## config.mk

```make
export PLATFORM = sky130hd
export DESIGN_NAME = toeplitz_gen
export DESIGN_NICKNAME = d
export VERILOG_FILES = /design/src/rtl/toeplitz_gen.sv
export SDC_FILE = /design/constraint.sdc
export NUM_CORES = 1
export LEC_CHECK = 0
export CAP_MARGIN = 20
export CORE_MARGIN = 1
export CORE_UTILIZATION = 59
export DETAILED_ROUTE_END_ITERATION = 16
export GPL_ROUTABILITY_DRIVEN = 0
export PLACE_DENSITY = 0.81
export SKIP_LAST_GASP = 1
export SLEW_MARGIN = 20
export SYNTH_ARGS = -nofsm -noshare
export SYNTH_HDL_FRONTEND = slang
export SYNTH_SLANG_ARGS = --single-unit
```

## constraint.sdc

```tcl
create_clock -name clk -period 4.99 [get_ports clk]
set_input_delay 1.497 -clock clk [delete_from_list [all_inputs] [get_ports clk]]
set_output_delay 1.497 -clock clk [all_outputs]
set_load 0.01 [all_outputs]
```

## src/rtl/toeplitz_gen.sv

```systemverilog
// rtl/toeplitz_gen.sv - Toeplitz/Hankel matrix streamer fed from a single vector fetch
//
// Fetches the generating vector v[0..N-1] (N = ROW+COL-1) once from a
// synchronous-read memory into a local buffer. It then streams the ROW x COL
// matrix over a valid/ready handshake.
//   Toeplitz (mode=0): M[r][c] = v[c-r+ROW-1]
//   Hankel   (mode=1): M[r][c] = v[r+c]
//
// Optional feature macro: TOEPLITZ_COLMAJOR_EN adds input col_major, which
// selects column-major streaming order.
//
// Ports:
//   clk, rst_n            clock (rising edge), asynchronous active-low reset
//   start, mode           job request (sampled in IDLE), Toeplitz/Hankel select
//   base_addr             address of v[0], latched with start
//   col_major             (TOEPLITZ_COLMAJOR_EN only) column-major order, latched with start
//   rd, addr, data        memory read strobe/address; data is valid one cycle after rd
//   busy, done            job in flight; one-cycle completion pulse
//   out_valid/out_ready   element handshake
//   out_data/out_row/out_col/out_last  element value, indices, final-element flag
module toeplitz_gen #(
    parameter int ROW   = 4,
    parameter int COL   = 4,
    parameter int WIDTH = 16,
    parameter int ADDR  = 8
) (
    input  logic                     clk,
    input  logic                     rst_n,
    input  logic                     start,
    input  logic                     mode,
    input  logic [ADDR-1:0]          base_addr,
`ifdef TOEPLITZ_COLMAJOR_EN
    input  logic                     col_major,
`endif
    output logic                     rd,
    output logic [ADDR-1:0]          addr,
    input  logic [WIDTH-1:0]         data,
    output logic                     busy,
    output logic                     out_valid,
    input  logic                     out_ready,
    output logic [WIDTH-1:0]         out_data,
    output logic [$clog2(ROW):0]     out_row,
    output logic [$clog2(COL):0]     out_col,
    output logic                     out_last,
    output logic                     done
);
    localparam int N   = ROW + COL - 1;
    localparam int CW  = $clog2(N) + 1;
    localparam int RW  = $clog2(ROW) + 1;
    localparam int CLW = $clog2(COL) + 1;

    typedef enum logic [1:0] {S_IDLE, S_FETCH, S_STREAM, S_DONE} state_t;

    state_t             r_state;
    state_t             w_state_nxt;
    logic               r_mode;
    logic [ADDR-1:0]    r_base;
    logic [CW-1:0]      r_cnt;
    logic               r_wr_en;
    logic [CW-1:0]      r_wr_idx;
    logic [WIDTH-1:0]   r_vbuf [N];
    logic [RW-1:0]      r_row;
    logic [CLW-1:0]     r_col;
    logic [WIDTH-1:0]   r_data;
    logic               r_valid;
    logic               r_last;
    logic               r_colmaj;

    logic               w_colmaj;
    logic               w_fire;
    logic [RW-1:0]      w_nrow;
    logic [CLW-1:0]     w_ncol;
    logic [RW-1:0]      w_ld_row;
    logic [CLW-1:0]     w_ld_col;
    logic [CW-1:0]      w_idx;
    logic [WIDTH-1:0]   w_elem;

`ifdef TOEPLITZ_COLMAJOR_EN
    assign w_colmaj = r_colmaj;
`else
    assign w_colmaj = 1'b0;
`endif

    assign w_fire    = r_valid && out_ready;
    assign rd        = (r_state == S_FETCH) && (r_cnt < CW'(N));
    assign addr      = rd ? (r_base + ADDR'(r_cnt)) : '0;
    assign busy      = (r_state == S_FETCH) || (r_state == S_STREAM);
    assign done      = (r_state == S_DONE);
    assign out_valid = r_valid;
    assign out_data  = r_data;
    assign out_row   = r_row;
    assign out_col   = r_col;
    assign out_last  = r_last;

    // Successor of the current element in the selected scan order.
    always_comb begin
        w_nrow = r_row;
        w_ncol = r_col;
        if (w_colmaj) begin
            if (r_row == RW'(ROW - 1)) begin
                w_nrow = '0;
                w_ncol = r_col + 1'b1;
            end else begin
                w_nrow = r_row + 1'b1;
            end
        end else begin
            if (r_col == CLW'(COL - 1)) begin
                w_ncol = '0;
                w_nrow = r_row + 1'b1;
            end else begin
                w_ncol = r_col + 1'b1;
            end
        end
    end

    // The element being loaded is (0,0) on FETCH exit, otherwise the successor.
    // Toeplitz index is formed as c+(ROW-1)-r so it never goes negative.
    always_comb begin
        w_ld_row = (r_state == S_FETCH) ? '0 : w_nrow;
        w_ld_col = (r_state == S_FETCH) ? '0 : w_ncol;
        if (r_mode)
            w_idx = CW'(w_ld_row) + CW'(w_ld_col);
        else
            w_idx = CW'(w_ld_col) + CW'(ROW - 1) - CW'(w_ld_row);
        w_elem = '0;
        for (int i = 0; i < N; i++) begin
            if (w_idx == CW'(i))
                w_elem = r_vbuf[i];
        end
        // v[N-1] is still on the memory data bus when FETCH exits (COL=1 case).
        if (r_wr_en && (r_wr_idx == w_idx))
            w_elem = data;
    end

    always_comb begin
        w_state_nxt = r_state;
        case (r_state)
            S_IDLE:   if (start) w_state_nxt = S_FETCH;
            S_FETCH:  if (r_cnt == CW'(N)) w_state_nxt = S_STREAM;
            S_STREAM: if (w_fire && r_last) w_state_nxt = S_DONE;
            S_DONE:   w_state_nxt = S_IDLE;
            default:  w_state_nxt = S_IDLE;
        endcase
    end

    always_ff @(posedge clk or negedge rst_n) begin
        if (!rst_n) begin
            r_state  <= S_IDLE;
            r_mode   <= 1'b0;
            r_base   <= '0;
            r_cnt    <= '0;
            r_wr_en  <= 1'b0;
            r_wr_idx <= '0;
            r_row    <= '0;
            r_col    <= '0;
            r_data   <= '0;
            r_valid  <= 1'b0;
            r_last   <= 1'b0;
            r_colmaj <= 1'b0;
        end else begin
            r_state  <= w_state_nxt;
            // Read data returns one cycle after rd, so the write index trails the read index.
            r_wr_en  <= rd;
            r_wr_idx <= r_cnt;
            case (r_state)
                S_IDLE: begin
                    if (start) begin
                        r_mode <= mode;
                        r_base <= base_addr;
                        r_cnt  <= '0;
`ifdef TOEPLITZ_COLMAJOR_EN
                        r_colmaj <= col_major;
`endif
                    end
                end
                S_FETCH: begin
                    if (r_cnt == CW'(N)) begin
                        r_row   <= '0;
                        r_col   <= '0;
                        r_data  <= w_elem;
                        r_valid <= 1'b1;
                        r_last  <= (ROW == 1) && (COL == 1);
                    end else begin
                        r_cnt <= r_cnt + 1'b1;
                    end
                end
                S_STREAM: begin
                    if (w_fire) begin
                        if (r_last) begin
                            r_valid <= 1'b0;
                            r_last  <= 1'b0;
                        end else begin
                            r_row  <= w_nrow;
                            r_col  <= w_ncol;
                            r_data <= w_elem;
                            r_last <= (w_nrow == RW'(ROW - 1)) && (w_ncol == CLW'(COL - 1));
                        end
                    end
                end
                default: ;
            endcase
        end
    end

    always_ff @(posedge clk) begin
        for (int i = 0; i < N; i++) begin
            if (r_wr_en && (r_wr_idx == CW'(i)))
                r_vbuf[i] <= data;
        end
    end
endmodule

```

## Yosys cells after proc, flatten, opt, wreduce, memory -nomap -nowiden

Memories as Yosys holds them, arrays and structs flattened.
Index checks and enable logic that the tools add are counted.
Widths: inputs -> output; s select.

- Output and inout bits: 35
- RAM bits: 112
- Register bits: 44
- Input port bits: 29
- Memories kept: 1

Memories:

| memory | depth | bits a word | read ports | clocked after memory_dff | write ports | RTL line | text |
|---|---|---|---|---|---|---|---|
| r_vbuf | 7 | 16 | 7 | 0 | 1 | 61 | `logic [WIDTH-1:0] r_vbuf [N];` |

- Order comparisons: 1
- Reductions and logical operators: 30
- Multiplexer cells: 72
- Equal/unequal tests: 27
- $add $sub $neg: 7

Operators with widths:

| kind | number |
|---|---|
| $mux 16 | 17 |
| $reduce_or 16->1 | 6 |
| $mux 3 | 15 |
| $pmux 16 s2 | 1 |
| $eq 4x3->1 const B | 7 |
| $mux 1 | 26 |
| $eq 4x2->1 const B | 4 |
| $logic_and 1x1->1 | 12 |
| $mux 4 | 3 |
| $pmux 3 s2 | 2 |
| $ne 2x2->1 const B | 5 |
| $eq 3x2->1 const B | 3 |
| $reduce_and 3->1 | 3 |
| $add 8x4->8 | 1 |
| $eq 4x1->1 const B | 2 |
| $logic_not 4->1 | 2 |
| $mux 8 | 1 |
| $pmux 2 s4 | 1 |
| $pmux 4 s2 | 1 |
| $reduce_and 4->1 | 2 |
| $add 3x1->3 const B | 2 |
| $mux 2 | 3 |
| $add 3x2->4 const B | 1 |
| $add 3x3->4 | 1 |
| 12 further kinds | 16 |

## Logic depth before layout (Yosys ltp)

- Word-level depth: 18
- Mapped depth: 18
- Gate-level depth less buffers: 14

## Worst setup path after synthesis

Ideal clock, no wire load.

- Path type: register to register
- From: register r_col[0], in the netlist out_col[0]
- To: register r_data[10], in the netlist out_data[10]
- Slack: 1,365 ps
- Cell stages (with the launch flop): 18
- Arrival: 3,494 ps
- Path buffers: 3
- Cells stage by stage: dfrtp_1 ha_1 nor2b_1 clkbuf_1 xnor2_1 or2_2 inv_1 ha_1 inv_1 fa_1 buf_2 nor2b_1 or3_4 a211oi_4 o211ai_2 nand2_1 buf_4 o211ai_1

- Word-level cells in the longest chain between the ends: 18
- Elaborated cells between the ends (all ways): 31

Ends and longest elaborated chain:

| what | RTL line | text |
|---|---|---|
| start: declaration | 63 | `logic [CLW-1:0] r_col;` |
| start signal: assignment | 194 | `r_col <= w_ncol;` |
| $add 3x1->3 / $eq 3x2->1 (equally long branches) | 111, 107 |  |
| $mux 3 | 107 | `if (r_col == CLW'(COL - 1)) begin` |
| $mux 3 | 120 | `w_ld_col = (r_state == S_FETCH) ? '0 : w_ncol;` |
| $add 3x2->4 | 124 | `w_idx = CW'(w_ld_col) + CW'(ROW - 1) - CW'(w_ld_row);` |
| $sub 4x3->4 | 124 |  |
| $mux 4 (*) | 121 | `if (r_mode)` |
| $logic_not 4->1 | 127 | `if (w_idx == CW'(i))` |
| $mux 16 (7 in series) | 127 |  |
| $mux 16 (*) | 131 | `if (r_wr_en && (r_wr_idx == w_idx))` |
| $mux 16 | 189 | `if (r_last) begin` |
| $mux 16 | 188 | `if (w_fire) begin` |
| $pmux 16 s2 (*) | 165 | `case (r_state)` |
| end signal: assignment | 180 | `r_data <= w_elem;` |
| end signal: assignment | 195 | `r_data <= w_elem;` |
| end: declaration | 64 | `logic [WIDTH-1:0] r_data;` |

Every way passes the cells marked *; elsewhere a longest branch is shown, timed or not. The select of a mux whose other input is x is not followed.
A chain may end at the register's enable or synchronous reset.

## Worst setup path in the final report

- From: register r_col[0], in the netlist out_col[0]
- To: register r_data[8], in the netlist out_data[8]

The elaborated chain is that of the path after synthesis.

==> results.yml <==
grt:
  grt_overflow: 0
  grt_pass1_vias: 6173
  track_usage_pct: 29.7
  antenna_found_initial: 0
  grt_pass1_wl_um: 31500
  grt_max_degree: 53
final_layout:
  nets: 764
  syn_to_final_growth_pct: 17.6
  finalInstanceArea_um2: 9280
  nFillCells: 860
  multiInputGateArea_um2: 3180
  antenna_cells: 0
  drive_gt1_share_pct: 11.6
  regArea_um2: 4460
sta:
  fin_skew_ns: 0.00939
  tightestPinTransition_ns: 1.05
  slew_viol_final: 0
  relSlewSlack_pct: 29.9
  setup_viol: 0
  period_needed_ns: 4.55
  tns_ns: 0
  rsz0062_at_grt: "false"
  max_freq_mhz: 220
  hold_viol: 0
  post-route-period-util_pct: 91.2
power_and_ir_drop:
  power_frac_comb_pct: 57.3
  power_frac_seq_pct: 25.4
  p_int_mw: 4.19
  vdd_drop_max_mv: 0.438
  p_leak_nw: 3.50
  p_per_area_nw_per_um2: 799
  switchingPower_mw: 3.22
  finalPower_mw: 7.41
  pwr-share-clk_pct: 17.3
  power_switching_share_pct: 43.4
critical_path:
  worst_setup_path_start_kind: "flop"
  worstPathRequired_ns: 5.27
  cp.depth: 15
  crit_chain: "ha_1 > nor2b_1 > xnor2_1 > or2_2 > inv_1 > ha_1 > inv_1 > fa_1 > buf_4 > nor2b_1 > or3_4 > a211oi_4 > o211ai_2 > nand2_1 > o211ai_1"
  slowest_delay_ns: 0.52
  r2r-end: "out_data[8]"
  endpoint_kind: "flop"
  reg2reg_depth: 15
  arrival_ns: 4.83
  worst-path-max-fanout: 24
  r2r_setup_slack_ns: 0.44
  startpoint: "out_col[0]"
  slowest_stage: "fa_1"
  timing.rr.start: "out_col[0]"
  crit_buf_inv: 3
  worst-setup-path-type: "flop to flop"
  critPathTopFamily: "simple AND/OR/NAND/NOR gates"
logic_synthesis:
  ys.flop_type: "edfxtp_1"
  synth_area_leaders: "edfxtp_1 (43%), dfrtp_1 (14%), mux2i_1 (5.1%)"
  synth.distinct_cells: 61
  yosysTopAreaCell: "edfxtp_1"
  synth_top_area_share_pct: 42.6
  netlist_area_um2: 7890
  syn_nets: 707
  netlist_instances: 655
  avgSynthCellArea_um2: 12.0
  yosysWarnings: 0
  synth.ff_latch_count: 156
  synth-seq-area-share_pct: 56.6
  synth-edff-count: 112
  synthArstFlopShare_pct: 28.2
clock_tree:
  tritoncts: "yes"
  cts_setup_buffers: 0
  cts_resized: 0
  max-clock-path-buffers: 2
  cts-htree-levels: 4
  cts_sinks: 156
  clkTransAtPathRegs_ns: 0.06
  numCtsBuffers: 17
  ctsHoldBuffers: 0
  worstSkewPairLatency_ns: 0.43
  cts-root-buf: "clkbuf_16"
detailed_routing:
  wl_per_cell_um: 22.2
  drtIter0Drc: 703
  drc: 0
  routed_wl_um: 19900
  via_per_inst: 6.68
  num_vias: 5993
  firstDrtPassIters: 5
  antenna_left: 0
placement:
  place_area_um2: 8670
  portBuffers: 63
  hpwl_um: 12400
hold_path:
  whs_path_depth: 0
  min_to: "r_wr_idx[3]"
  hp-start: "r_cnt[3]"
  hold_path_class: "flop to flop"
floorplan:
  num_rows: 41
  core_um2: 12800
  die_h_um: 118
  start_util_pct: 61.5
  die-area_um2: 13800
  io_pins: 64
  die_w_um: 118
job:
  cap_violations: 0
status:
  status: "completed"
cells in the final DEF (no fill, tap or decap), types with 23 or more instances in the layout:
cell type,n
clkdlybuf4s50_1,62
dfrtp_1,44
nor3_1,28
a221oi_1,38
mux2_2,23
edfxtp_1,112
mux2i_1,40
nor2_1,34
a21oi_1,31
nand2_1,43
final cells by class:
type	count	share of cell area (%)
clock inverters	10	1.12
well taps	172	2.32
multi-input cells	441	34.3
repair buffers	79	8.07
flip-flops and latches	156	48.1
clock buffers	22	5.35
inverters	17	0.688
cells in the mapped netlist (2+ instances only):
cell type	count
a211o_1	4
a211oi_1	2
a21o_1	2
a21oi_1	31
a221oi_1	38
a22o_1	2
a311oi_1	2
a31oi_1	3
and2_1	4
and3_1	11
buf_2	17
buf_6	2
clkbuf_1	21
dfrtp_1	44
edfxtp_1	112
fa_1	3
ha_1	20
inv_1	16
mux2_2	23
mux2i_1	40
nand2_1	43
nand2b_1	9
nand3_1	18
nand3b_1	3
nand4_1	2
nor2_1	34
nor2b_1	8
nor3_1	30
nor3b_1	2
o2111ai_1	2
o211ai_1	14
o21ai_0	21
o21ai_1	3
o221ai_1	3
o22a_1	11
o22ai_1	15
o31ai_1	2
or3_1	5
xnor2_1	8
xor2_1	4
worst register-to-register path: stages, from the launching register on:
cell      delay, ns
dfrtp_1        0.45
ha_1           0.20
nor2b_1        0.45
xnor2_1        0.11
or2_2          0.31
inv_1          0.06
ha_1           0.17
inv_1          0.06
fa_1           0.52
buf_4          0.38
nor2b_1        0.14
or3_4          0.40
a211oi_4       0.32
o211ai_2       0.23
nand2_1        0.43
o211ai_1       0.19
kinds of logic after synthesis:
logic type	Yosys count	share of synthesized area, %
AND/OR/NAND/NOR	176	11.1
AO/OA/AOI/OAI	167	15.5
flip-flops	156	56.6
multiplexers	63	8.36
buffers and inverters	58	3.27
adder cells (fa/ha/maj)	23	3.93
XOR/XNOR	12	1.33
worst max-delay path by stage:
stage	to	slack [ns]
3_3_place_gp	out_data[8]	0.79
3_5_place_dp	out_data[15]	0.56
2_1_floorplan	out_data[10]	1.37
6_report	out_data[8]	0.44
4_1_cts	out_data[8]	0.51
5_1_grt	out_data[5]	0.19
sequential cells by signal, indices dropped and copies added (netlist names):
signal / flops
r_vbuf: 112
r_cnt: 4
r_base: 8
out_col: 3
out_valid: 1
r_state: 2
r_mode: 1
out_data: 16
r_wr_en: 1
out_row: 3
out_last: 1
r_wr_idx: 4
metrics by stage:
step | hold slack (ns) | worst slack (ns) | utilization [%] | instances
after floorplan | 0.428 | 1.37 | - | 655
after global placement | 0.493 | 0.792 | 67.6 | 865
after detailed placement | 0.492 | 0.563 | 67.6 | 865
after CTS | 0.511 | 0.507 | 72.3 | 897
after global routing | 0.523 | 0.185 | 72.3 | 897
final | 0.503 | 0.438 | 72.3 | 897
power groups by stage:
stage               Combinational (mW)  Clock, mW  Sequential [mW]
finish                            4.25       1.29             1.88
CTS                               4.18       1.29             1.87
global placement                  3.99          0             1.87
global route                      4.56       1.35             1.91
detailed placement                4.12          0             1.89
floorplan                         3.05          0             1.84
routing by layer:
layer	GRT usage (%)	vias up	wire length, µm
li1	-	2653	-
met5	0	-	0
met2	49.3	355	10100
met1	36.8	2921	7680
met3	6.64	64	1530
met4	14.8	0	597
(Power assumes the default switching activity.)
